==> config.mk <==
export PLATFORM = sky130hd
export DESIGN_NAME = unified_memory_arbiter
export DESIGN_NICKNAME = d
export VERILOG_FILES = /design/src/rtl/unified_memory_arbiter.sv
export SDC_FILE = /design/constraint.sdc
export NUM_CORES = 1
export LEC_CHECK = 0
export ABC_AREA = 0
export CAP_MARGIN = 40
export CORE_AREA = 2 2 84 86
export DETAILED_ROUTE_END_ITERATION = 12
export DIE_AREA = 0 0 86 88
export PLACE_DENSITY = 0.74
export SLEW_MARGIN = 10
export SYNTH_ARGS = -nofsm -noshare
export SYNTH_HDL_FRONTEND = slang
export SYNTH_SLANG_ARGS = --single-unit
==> constraint.sdc <==
create_clock -name clock -period 2.1 [get_ports clock]
set_input_delay 0.63 -clock clock [delete_from_list [all_inputs] [get_ports clock]]
set_output_delay 0.63 -clock clock [all_outputs]
set_load 0.01 [all_outputs]
==> src/rtl/unified_memory_arbiter.sv <==
// Arbitrates one single-port synchronous memory between instruction fetch (I) and load/store (D).
// D wins conflicts; define ARB_STARVE_GUARD_EN to force an I grant after STARVE_LIMIT lost conflicts.
module unified_memory_arbiter #(
    parameter int ADDR_WIDTH   = 12,
    parameter int STARVE_LIMIT = 4
) (
    input  logic                  clock,
    input  logic                  reset,
    input  logic                  i_req,
    input  logic [ADDR_WIDTH-1:0] i_addr,
    output logic                  i_gnt,
    output logic                  i_rvalid,
    output logic [31:0]           i_rdata,
    input  logic                  d_req,
    input  logic                  d_we,
    input  logic [3:0]            d_be,
    input  logic [ADDR_WIDTH-1:0] d_addr,
    input  logic [31:0]           d_wdata,
    output logic                  d_gnt,
    output logic                  d_rvalid,
    output logic [31:0]           d_rdata,
    output logic                  mem_enable,
    output logic                  mem_write_enable,
    output logic [3:0]            mem_byte_enable,
    output logic [ADDR_WIDTH-1:0] mem_address,
    output logic [31:0]           mem_write_data,
    input  logic [31:0]           mem_read_data
);

    typedef enum logic [1:0] {OWN_NONE, OWN_I, OWN_D} owner_t;

    owner_t rsp_owner;
    logic   conflict;
    logic   force_i;

    assign conflict = i_req && d_req;

`ifdef ARB_STARVE_GUARD_EN
    localparam int CW = $clog2(STARVE_LIMIT + 1);
    logic [CW-1:0] starve_cnt;

    assign force_i = conflict && (starve_cnt == CW'(STARVE_LIMIT));

    always_ff @(posedge clock or negedge reset) begin
        if (!reset)
            starve_cnt <= '0;
        else if (i_gnt)
            starve_cnt <= '0;
        else if (conflict && d_gnt && (starve_cnt != CW'(STARVE_LIMIT)))
            starve_cnt <= starve_cnt + 1'b1;
    end
`else
    assign force_i = 1'b0;
`endif

    // Grants are masked by reset so every output is quiet while reset is held.
    assign d_gnt = reset && d_req && !force_i;
    assign i_gnt = reset && i_req && !(d_req && !force_i);

    always_comb begin
        mem_enable       = 1'b0;
        mem_write_enable = 1'b0;
        mem_byte_enable  = 4'b0000;
        mem_address      = '0;
        mem_write_data   = '0;
        if (d_gnt) begin
            mem_enable       = 1'b1;
            mem_write_enable = d_we;
            mem_byte_enable  = d_be;
            mem_address      = d_addr;
            mem_write_data   = d_wdata;
        end else if (i_gnt) begin
            mem_enable       = 1'b1;
            mem_byte_enable  = 4'b1111;
            mem_address      = i_addr;
        end
    end

    // Stores get no response; only reads claim the next-cycle data.
    always_ff @(posedge clock or negedge reset) begin
        if (!reset)
            rsp_owner <= OWN_NONE;
        else if (i_gnt)
            rsp_owner <= OWN_I;
        else if (d_gnt && !d_we)
            rsp_owner <= OWN_D;
        else
            rsp_owner <= OWN_NONE;
    end

    assign i_rvalid = (rsp_owner == OWN_I);
    assign d_rvalid = (rsp_owner == OWN_D);
    assign i_rdata  = i_rvalid ? mem_read_data : 32'h0;
    assign d_rdata  = d_rvalid ? mem_read_data : 32'h0;

endmodule

Word level (Yosys, flattened, before mapping)
Cells that the tools add are included.
{ "totals": {"romBits": 0, "ff_bits": 2, "mem_bits_rw": 0, "out_inout_bits": 118, "elab_cells": 21, "input_bits": 97, "latchBits": 0, "mem_count": 0} }
{ "classes": {"eq_ne": 2, "n_bitwise": 0, "n_div": 0, "n_addsub": 0, "multipliers": 0, "n_reduce_logical": 6, "mux": 12, "order_cmp": 0, "n_shift": 0} }
{ "ops": {"columns": ["op", "n"], "rows": [
  ["two-way mux 32 bit", 3],
  ["two-way mux 12 bit", 2],
  ["two-way mux 4 bit", 2],
  ["logical AND 1 bit", 4],
  ["two-way mux 2 bit", 2],
  ["two-way mux 1 bit", 3],
  ["equality test 2 x 1 -> 1 bit, second input constant", 1],
  ["equality test 2 bit, second input constant", 1],
  ["logical NOT 1 bit", 2]
]} }

Logic depth before layout (Yosys ltp)
{ "logic_depth": {"ltp_word": 4, "ltp_mapped": 4, "ltp_nobuf": 2} }

Worst setup path after synthesis
No wires, ideal clock.
{ "synth_path": {"path_kind": "input-to-output", "startpoint": "in reset", "endpoint": "out mem_address[10]", "stages": 4, "arrival_ns": 1.247, "setup_slack_ns": 0.223, "required_time_ns": 1.470, "n_path_buf": 2, "path_cell_list": "and2_1 > buf_6 > buf_6 > a32o_1"} }
{ "synth_via": {"word_cells_on_any_way": 5, "cone_classes": "2 x mux; 3 x reduce/logical"} }
{ "synth_lines": {"columns": ["element", "line_no", "rtl"], "rows": [
  ["from (decl)", "8", "input logic reset,"],
  ["logical AND 1 bit", "57", "assign d_gnt = reset && d_req && !force_i;"],
  ["via d_gnt", "19", "output logic d_gnt,"],
  ["two-way mux 12 bit", "66", "if (d_gnt) begin"],
  ["to (decl)", "25", "output logic [ADDR_WIDTH-1:0] mem_address,"]
]} }
The timed path passes the listed nets, and every way through them passes these cells.

Worst setup path after layout
{ "layout_path": {"startpoint": "in d_wdata[17]", "endpoint": "out mem_write_data[17]"} }
{ "layout_via": {"elab_chain_len": 1} }
{ "layout_rtl": {"columns": ["element", "line_no", "rtl"], "rows": [
  ["from (decl)", "18", "input logic [31:0] d_wdata,"],
  ["two-way mux 32 bit", "66", null],
  ["to (decl)", "26", "output logic [31:0] mem_write_data,"]
]} }
No other way between the ends.

==> flow_summary.toml <==
[run_status]
outcome = "completed"

[synthesis]
muxShareOfSynthArea_pct = 0
synth_edf_count = 0
synth-simple-area-share_pct = 70.3
yosys-top-cells-area = "and2_1, and3_1, a32o_1, dfrtp_1, buf_2"
async_flop_share_pct = 100
synth_warnings = 0
synth.top_cell.area_share_pct = 42.3
synth_most_common_cell = "and2_1"
synth_top_family_by_area = "simple AND/OR/NAND/NOR gates"
synthAdderAreaFrac_pct = 0
synth_seq_area_share_pct = 5.21
ys_ff_latch = 2
synth_xor_area_share_pct = 0
avgSynthCellArea_sq_um = 6.58
synth_compound_area_share_pct = 14.6
synthCells = 146
syn_nets = 243
syn_area_sq_um = 961
yosysTopAreaCell = "and2_1"
synthTopCellsByCount = "and2_1, and3_1, a32o_1"
ys_types = 16
synth_top_flop_cell = "dfrtp_1"

[sta]
period_share_pct = 99.4
timing.final.hold_violations = 0
tightest_slew_ns = 0.199
setup_viol = 0
finalCriticalPeriod_ns = 2.09
rsz0062_at_grt = "yes"
whs_ns = 0.398
slew-limit-headroom_pct = 86.7
fin_tns_setup_ns = 0
fmax_mhz = 479
slew_viol_final = 0

[job]
max_cap_viol_count = 0

[worst_setup_path]
arrival_ns = 1.46
end_kind = "output pin"
cpPeakStageDelay_ns = 0.45
cp-start-kind = "input pin"
required_ns = 1.47
critPathKind = "input pin to output pin"
slowest_stage = "clkdlybuf4s50_1"
crit_buf_inv = 2
worstPathMaxFanout = 1
cpLargestDelayFamily = "buffers and inverters"
critical_path.cell_chain = "clkdlybuf4s50_1 -> and3_1 -> clkdlybuf4s15_2"

[floorplan]
die_w_um = 86
row_count = 30
initial_core_util_pct = 14.5
ios = 215
dieArea_sq_mm = 0.00757
dieHeight_um = 88
core_sq_mm = 0.00664

[global_routing]
antenna_found_initial = 0
grt_pass1_wl_um = 8830
grt_pass1_vias = 1727
grt_start_max_net_pins = 36
overflow = 0
grt_usage_pct = 14.4

[clock_network]
clock-root-buffer = "clkbuf_8"
cts_tree = "built"
cts_buffer_depth = 2
path_clk_slew_ns = 0.03
cts_inserted_buffers = 3
cts_sinks = 2
cts_hold_buf = 0
cts.htree.levels = 1

[routing]
drc_errors = 0
wl_per_cell_um = 14.4
num_vias = 1849
wl_um = 6310
drtAntennaViolNets = 0
drt_iter0_drc = 38
drt_pre_antenna_iters = 4
viasPerCell = 4.23

[power]
p_seq_share_pct = 6.4
leakagePower_nw = 1.56
p_clk_share_pct = 23.7
cell_internal_pwr_mw = 0.444
powerDensity_mw_per_mm2 = 229
comb_power_share_pct = 70.0
p_total_mw = 0.644
switchingPower_mw = 0.200
switching_share_pct = 31.1
irDropWorstVdd_uv = 104

[layout]
drive_gt1_share_pct = 36.1
largest_reg_flops = 2
reg.largest.list = "rsp_owner (2)"
multi_input_area_sq_um = 830
seq_area_sq_um = 50.0
final_cells = 437
top_register = "rsp_owner"
fin_nets = 456
diodes = 0
post-route-util_pct = 42.3
syn2layout_area_growth_pct = 192
fill_cells = 721

[placement]
gp_congestion = 0.690
portBuffers = 214
dp_cells = 432
hpwl_um = 5060

[worst_hold_path]
hp-class = "input pin to asynchronous set/reset pin"
[power groups by stage]
stage,sequential [mW],clock (mW),combinational (mW)
after floorplan,0.0411,0,0.144
after global placement,0.0412,0,0.503
after detailed placement,0.0413,0,0.509
after CTS,0.0410,0.156,0.478
after global routing,0.0414,0.160,0.485
final,0.0412,0.152,0.451
[worst max-delay path by stage]
stage	startpoint	end	slack, ns	depth (start not counted)
after global routing	d_be[3]	mem_byte_enable[3]	-0.03	4
after CTS	mem_read_data[1]	i_rdata[1]	-0.003	3
after global placement	d_req	mem_address[5]	-0.75	5
final	d_wdata[17]	mem_write_data[17]	0.01	3
after detailed placement	d_req	mem_address[8]	-0.80	5
after floorplan	reset	mem_address[10]	0.22	4
[routing by layer]
metal | up-vias | part of all wire [%] | track usage, %
met5 | - | 0 | 0
met4 | 0 | 0.67 | 3.61
met3 | 4 | 10 | 3.58
met2 | 117 | 53 | 27.7
met1 | 808 | 36 | 15.7
li1 | 920 | - | -
[stage by stage]
| stage | area, sq um | worst slack [ns] |
|---|---|---|
| floorplan | 961 | 0.223 |
| global placement | 3220 | -0.751 |
| detailed placement | 3220 | -0.800 |
| CTS | 3230 | -0.00346 |
| global route | 2810 | -0.0271 |
| finish | 2810 | 0.0132 |
[area by class of cell]
cell class                 count  area share (%)
timing repair buffer         225            63.5
clock buffer                   3            1.47
tap                           80            3.56
multi-input combinational    126            29.5
inverter                       1           0.134
sequential                     2            1.78
[logic make-up (layout without fill, tap and decap cells)]
logic type	count (synthesis)	after routing
AO/OA/AOI/OAI	16	16
flip-flops	2	2
buffers and inverters	18	229
AND/OR/NAND/NOR	110	110
[layout by cell type (no fill, tap or decap)]
cell             instances
dlygate4sd2_1            4
clkbuf_8                 3
nand2_1                  4
buf_6                    4
and2b_1                  2
buf_12                   4
dfrtp_1                  2
and2_4                   1
nor2b_2                  2
buf_2                   38
and3_1                  33
nor2_1                   2
a21oi_2                  1
dlymetal6s2s_1           2
clkdlybuf4s15_1          8
bufbuf_16                1
buf_4                    3
a21oi_1                  3
clkdlybuf4s50_1         91
inv_1                    1
a32o_1                  12
nor2_2                   1
clkdlybuf4s15_2          2
and2_1                  64
clkbuf_2                68
nand2b_2                 1
[repair_timing]
action / CTS / global route
buffers inserted: 1 / 0
gates cloned: 1 / 0
setup endpoints to repair: 118 / 109
gates resized for setup: 290 / 112
pin swaps: 0 / 5
No activity file was read; power rests on OpenSTA's default activity.
